<file path="src/rtl/tl_ram_responder.sv">
// tl_ram_responder
//   Single-beat TileLink-UL slave backed by a small 64-bit-wide RAM.
//   Accepts PutFullData (0), PutPartialData (1) and Get (4) inside a
//   256-byte window at BASE_ADDR, and answers each with one D beat one
//   cycle later. Requests outside the window or otherwise malformed are
//   answered with denied=1 and leave the storage untouched.
//
// Ports
//   clock                      sole clock, rising edge
//   reset                      asynchronous, active-low
//   auto_in_a_*                A channel (request) from the master
//   auto_in_d_*                D channel (response) to the master
//   dbg_state                  response register state (0 = EMPTY, 1 = FULL)
//
// Handshake: a beat transfers on a rising edge where valid and ready are
// both high. valid never depends on ready. a_ready depends on d_ready so a
// new request can be accepted in the same cycle the held response drains.
module tl_ram_responder #(
  parameter logic [31:0] BASE_ADDR = 32'h6000_0000,
  parameter int          DEPTH     = 32
) (
  input  logic        clock,
  input  logic        reset,
  output logic        auto_in_a_ready,
  input  logic        auto_in_a_valid,
  input  logic [2:0]  auto_in_a_bits_opcode,
  input  logic [2:0]  auto_in_a_bits_param,
  input  logic [2:0]  auto_in_a_bits_size,
  input  logic [3:0]  auto_in_a_bits_source,
  input  logic [31:0] auto_in_a_bits_address,
  input  logic [7:0]  auto_in_a_bits_mask,
  input  logic [63:0] auto_in_a_bits_data,
  input  logic        auto_in_a_bits_corrupt,
  input  logic        auto_in_d_ready,
  output logic        auto_in_d_valid,
  output logic [2:0]  auto_in_d_bits_opcode,
  output logic [2:0]  auto_in_d_bits_size,
  output logic [3:0]  auto_in_d_bits_source,
  output logic        auto_in_d_bits_denied,
  output logic [63:0] auto_in_d_bits_data,
  output logic        auto_in_d_bits_corrupt,
  output logic        dbg_state
);

  localparam int IDX_W = (DEPTH > 1) ? $clog2(DEPTH) : 1;

  localparam logic [2:0] OP_PUT_FULL    = 3'd0;
  localparam logic [2:0] OP_PUT_PARTIAL = 3'd1;
  localparam logic [2:0] OP_GET         = 3'd4;
  localparam logic [2:0] OP_ACK         = 3'd0;
  localparam logic [2:0] OP_ACK_DATA    = 3'd1;

  typedef enum logic {
    EMPTY = 1'b0,
    FULL  = 1'b1
  } state_t;

  state_t state_q, state_d;

  logic [63:0] mem [DEPTH];

  logic             a_fire;
  logic             d_fire;
  logic [4:0]       word_sel;
  logic [IDX_W-1:0] word_idx;
  logic             in_window;
  logic             idx_ok;
  logic             aligned;
  logic             opcode_ok;
  logic             legal;
  logic             is_get;
  logic             wr_en;

  logic [2:0]  rsp_opcode;
  logic        rsp_denied;
  logic [63:0] rsp_data;
  logic        rsp_corrupt;

  logic unused_param;
  assign unused_param = ^auto_in_a_bits_param;

  // ---------------------------------------------------------------------
  // Handshake
  // ---------------------------------------------------------------------
  assign auto_in_d_valid = (state_q == FULL);
  assign dbg_state       = (state_q == FULL);
  assign auto_in_a_ready = reset & (~auto_in_d_valid | auto_in_d_ready);
  assign a_fire          = auto_in_a_valid & auto_in_a_ready;
  assign d_fire          = auto_in_d_valid & auto_in_d_ready;

  // ---------------------------------------------------------------------
  // Request decode
  // ---------------------------------------------------------------------
  assign word_sel  = auto_in_a_bits_address[7:3];
  assign word_idx  = word_sel[IDX_W-1:0];
  assign in_window = (auto_in_a_bits_address[31:8] == BASE_ADDR[31:8]);
  assign idx_ok    = ({27'd0, word_sel} < 32'(DEPTH));
  assign is_get    = (auto_in_a_bits_opcode == OP_GET);
  assign opcode_ok = (auto_in_a_bits_opcode == OP_PUT_FULL) |
                     (auto_in_a_bits_opcode == OP_PUT_PARTIAL) | is_get;

  // Sizes above 3 exceed the 8-byte beat and fall through as misaligned.
  always_comb begin
    aligned = 1'b0;
    case (auto_in_a_bits_size)
      3'd0:    aligned = 1'b1;
      3'd1:    aligned = (auto_in_a_bits_address[0] == 1'b0);
      3'd2:    aligned = (auto_in_a_bits_address[1:0] == 2'b00);
      3'd3:    aligned = (auto_in_a_bits_address[2:0] == 3'b000);
      default: aligned = 1'b0;
    endcase
  end

  assign legal = in_window & idx_ok & aligned & opcode_ok;

  // Poisoned write data is acknowledged but never committed.
  assign wr_en = a_fire & legal & ~is_get & ~auto_in_a_bits_corrupt;

  // ---------------------------------------------------------------------
  // Response field selection
  // ---------------------------------------------------------------------
  always_comb begin
    rsp_opcode  = OP_ACK;
    rsp_denied  = 1'b0;
    rsp_data    = '0;
    rsp_corrupt = 1'b0;
    if (!legal) begin
      rsp_denied = 1'b1;
      if (is_get) begin
        rsp_opcode  = OP_ACK_DATA;
        rsp_corrupt = 1'b1;
      end
    end else if (is_get) begin
      rsp_opcode = OP_ACK_DATA;
      rsp_data   = mem[word_idx];
    end
  end

  // ---------------------------------------------------------------------
  // Response register state machine
  // ---------------------------------------------------------------------
  always_comb begin
    state_d = state_q;
    case (state_q)
      EMPTY:   if (a_fire) state_d = FULL;
      FULL:    if (d_fire && !a_fire) state_d = EMPTY;
      default: state_d = EMPTY;
    endcase
  end

  always_ff @(posedge clock or negedge reset) begin
    if (!reset) begin
      state_q <= EMPTY;
    end else begin
      state_q <= state_d;
    end
  end

  // Fields load only on A fire, so they hold while the beat is stalled.
  always_ff @(posedge clock or negedge reset) begin
    if (!reset) begin
      auto_in_d_bits_opcode  <= '0;
      auto_in_d_bits_size    <= '0;
      auto_in_d_bits_source  <= '0;
      auto_in_d_bits_denied  <= 1'b0;
      auto_in_d_bits_data    <= '0;
      auto_in_d_bits_corrupt <= 1'b0;
    end else if (a_fire) begin
      auto_in_d_bits_opcode  <= rsp_opcode;
      auto_in_d_bits_size    <= auto_in_a_bits_size;
      auto_in_d_bits_source  <= auto_in_a_bits_source;
      auto_in_d_bits_denied  <= rsp_denied;
      auto_in_d_bits_data    <= rsp_data;
      auto_in_d_bits_corrupt <= rsp_corrupt;
    end
  end

  // ---------------------------------------------------------------------
  // Storage: byte-lane writes committed on the fire edge, so a Get in the
  // following cycle already sees the new contents.
  // ---------------------------------------------------------------------
  always_ff @(posedge clock or negedge reset) begin
    if (!reset) begin
      for (int w = 0; w < DEPTH; w++) begin
        mem[w] <= '0;
      end
    end else if (wr_en) begin
      for (int b = 0; b < 8; b++) begin
        if (auto_in_a_bits_mask[b]) begin
          mem[word_idx][8*b +: 8] <= auto_in_a_bits_data[8*b +: 8];
        end
      end
    end
  end

endmodule

</file>
<file path="config.mk">
export PLATFORM = sky130hd
export DESIGN_NAME = tl_ram_responder
export DESIGN_NICKNAME = d
export VERILOG_FILES = /design/src/rtl/tl_ram_responder.sv
export SDC_FILE = /design/constraint.sdc
export NUM_CORES = 2
export LEC_CHECK = 0
export ABC_AREA = 0
export CAP_MARGIN = 15
export CORE_MARGIN = 5
export CORE_UTILIZATION = 55
export DETAILED_ROUTE_END_ITERATION = 16
export PLACE_DENSITY = 0.83
export SETUP_SLACK_MARGIN = 0.02
export SLEW_MARGIN = 20
export SYNTH_ARGS = -nofsm -noshare
export SYNTH_HDL_FRONTEND = slang
export SYNTH_SLANG_ARGS = --single-unit
</file>
<file path="constraint.sdc">
create_clock -name clock -period 2.3 [get_ports clock]
set_input_delay 0.345 -clock clock [delete_from_list [all_inputs] [get_ports clock]]
set_output_delay 0.345 -clock clock [all_outputs]
set_load 0.01 [all_outputs]
</file>
==> out/qor.yml <==
global_routing:
  grt_pass1_wl_um: 451000
  antenna_found_initial: 9
  grt_pass1_vias: 71200
  overflow: 0
  grt.total_usage_pct: 31.7
  grt_start_max_net_pins: 191
logic_synthesis:
  post-synth-top-count-cell: "dfrtp_1"
  synthTopCellsByArea: "dfrtp_1 (54%), mux2_2 (20%), mux2i_1 (10%), mux2_1 (3.8%), o22ai_1 (3.3%)"
  synth_common_cells: "dfrtp_1 (2123), mux2_2 (1726), mux2i_1 (1024), o22ai_1 (512), clkbuf_1 (354)"
  syn-cell-area_um2: 98000
  ys_ff_latch: 2123
  synth_seq_area_share_pct: 54.2
  synth-main-ff-cell: "dfrtp_1"
  synth-async-reset-ratio_pct: 100
  ys_warn_count: 0
  syn-instance-count: 6859
  synth_top_cell_area_share_pct: 54.2
  yosysTopAreaCell: "dfrtp_1"
  syn_area_per_cell_um2: 14.3
  synth.distinct_cells: 47
  synth-edff-count: 0
setup_path:
  crit_chain: "nand2b_1 -> nand3_4 -> nor4_4 -> buf_4 -> buf_12 -> clkbuf_16 -> buf_16 -> nand4_1 -> buf_6 -> mux2_2"
  cpLargestDelayFamily: "buffers and inverters"
  path_buf_inv: 5
  cp-end-kind: "flop"
  critPathMaxStageDelay_ns: 0.38
  critical_path_class: "flop to flop"
  worstPathArrival_ns: 3.10
  crit_fanout: 8
  slowest_stage: "dfrtp_1"
  startpoint: "auto_in_d_valid"
  critPathLaunchType: "flop"
  required_ns: 3.05
  r2r-start: "auto_in_d_valid"
timing:
  fin_skew_ns: 0.0267
  relSlewSlack_pct: 30.4
  drv_slew: 0
  rsz0062_at_grt: "true"
  timing.fmax_mhz: 425
  worstMarginPinSlew_ns: 1.04
  hold-worst-slack_ns: 0.109
  setup_viol: 25
  period_needed_ns: 2.35
  period_share_pct: 102
  worst_slack_ns: -0.0547
  hold_violations: 0
min_path:
  min_path_type: "input pin to flop"
  min-delay-start: "auto_in_a_bits_source[3]"
detailed_routing:
  ant_nets: 0
  routedWlPerCell_um: 29.9
  highest_layer: "met5"
  drc: 0
  routed_wl_um: 306000
  first_iter_violations: 6568
  first_pass_iters: 8
  met2_length_um: 144000
  wl_met1_um: 114000
  vias_per_cell: 6.54
  via_count: 67000
  route.met3.wl_um: 25100
power_and_ir_drop:
  power.total_mw: 76.8
  power_leakage_nw: 63.1
  powerDensity_nw_per_um2: 635
  ir_worst_vdd_mv: 0.845
die:
  ioPinCount: 201
  fp.dieW_um: 432
  rows: 155
  core_um2: 178000
  die_area_um2: 187000
  initial_utilization_pct: 55.1
  dieHeight_um: 432
run_status:
  status: "complete, but fails checks"
  violations: "setup timing"
finish:
  area_delta_synth_final_pct: 23.5
  num-fill-cells: 10900
  nNetsFinal: 7831
  stdcell_count: 10200
  drive_above_1_share_pct: 43.6
place:
  dp.cells: 9805
  dp_hpwl_um: 198000
  io_buffers: 195
  place.gp.congestion: 0.910
flow_run:
  cap_violations: 0
clock_tree:
  cts_buffer_depth: 3
  cts_buffers: 207
  clk_latency_ns: 0.89
  cts_tree: "built"
  clockRootBuffer: "clkbuf_16"
  ctsHtreeMaxLevel: 4
  cts.clk_slew.worst_paths_ns: 0.06
  cts.sinks: 2123
==> worst paths after layout <==
path / slack (ns) / cells after the start / endpoint
min in group asynchronous: 0.18 / 3 / mem[1403]
max in group asynchronous: 0.38 / 5 / mem[1425]
min: 0.11 / 2 / auto_in_d_bits_source[3]
min reg2reg: 0.48 / 2 / auto_in_d_bits_corrupt
max: -0.05 / 10 / mem[322]
max reg2reg: -0.05 / 10 / mem[322]
==> placed cells by master (no fill, tap or decap), types with 49 or more instances in the layout <==
| master | count |
|---|---|
| buf_12 | 323 |
| clkdlybuf4s50_1 | 157 |
| clkbuf_16 | 235 |
| nand4_4 | 115 |
| mux2_4 | 76 |
| buf_4 | 580 |
| a22o_1 | 64 |
| mux2_2 | 1724 |
| nor4_1 | 131 |
| o22ai_1 | 512 |
| mux2i_1 | 1024 |
| clkinv_2 | 49 |
| dfrtp_1 | 2120 |
| nand2_1 | 69 |
| mux2_1 | 255 |
| nand4_2 | 128 |
==> state kept, by name, indices dropped and copies added, names as in the netlist <==
register                cells
auto_in_d_bits_source       4
auto_in_d_bits_size         3
auto_in_d_bits_denied       1
mem                      2048
auto_in_d_bits_opcode       1
auto_in_d_valid             1
auto_in_d_bits_data        64
auto_in_d_bits_corrupt      1
==> stage by stage <==
step / cell area, um^2 / setup slack [ns] / setup TNS (ns) / util, %
after CTS: 119000 / 0.00913 / 0 / 67.2
after detailed placement: 112000 / -1.06 / -1903.68 / 63.0
after floorplan: 98000 / 0.0506 / 0 / -
final: 121000 / -0.0547 / -0.528 / 68.1
after global placement: 112000 / -1.13 / -2099.90 / 63.0
after global routing: 121000 / -0.157 / -49.38 / 68.1
==> report_power, final <==
group | internal, mW | switching [mW]
logic | 1.41 | 2.89
registers | 37.4 | 0.0149
clock network | 20.2 | 14.9
total | 59.0 | 17.9
==> cell families after synthesis <==
| kind of cell | share of synthesized area [%] |
|---|---|
| multiplexers | 34.1 |
| flip-flops | 54.2 |
| other | 0.00383 |
| buffers and inverters | 2.27 |
| AND/OR/NAND/NOR | 5.59 |
| AO/OA/AOI/OAI | 3.87 |
==> layout make-up <==
cell class / instances / area (um^2) / area share [%]
Clock inverter: 83 / 952 / 0.786
Timing Repair Buffer: 1177 / 14400 / 11.9
Sequential cell: 2123 / 53100 / 43.9
Multi-Input combinational cell: 4200 / 43600 / 36.0
Tap cell: 2355 / 2950 / 2.43
Antenna cell: 4 / 10.0 / 0.00827
Clock buffer: 299 / 6060 / 5.01
==> layer usage <==
metal | global-route usage, % | vias to the layer above
li1 | - | 27600
met1 | 39.5 | 35100
met2 | 50.2 | 3231
met3 | 6.61 | 1116
met4 | 21.3 | 8
met5 | 0 | -
==> timing repair <==
| action | 4_1_cts | 5_1_grt |
|---|---|---|
| hold endpoints to repair | 174 | 2 |
| cloned | 4 | 25 |
| hold buffers | 1 | 2 |
| resized for setup | 57 | 179 |
| pin swaps | 8 | 11 |
| endpoints found under the setup margin | 1594 | 1946 |
| buffers inserted | 9 | 10 |
Note: power is estimated with default switching activity, not from simulation.
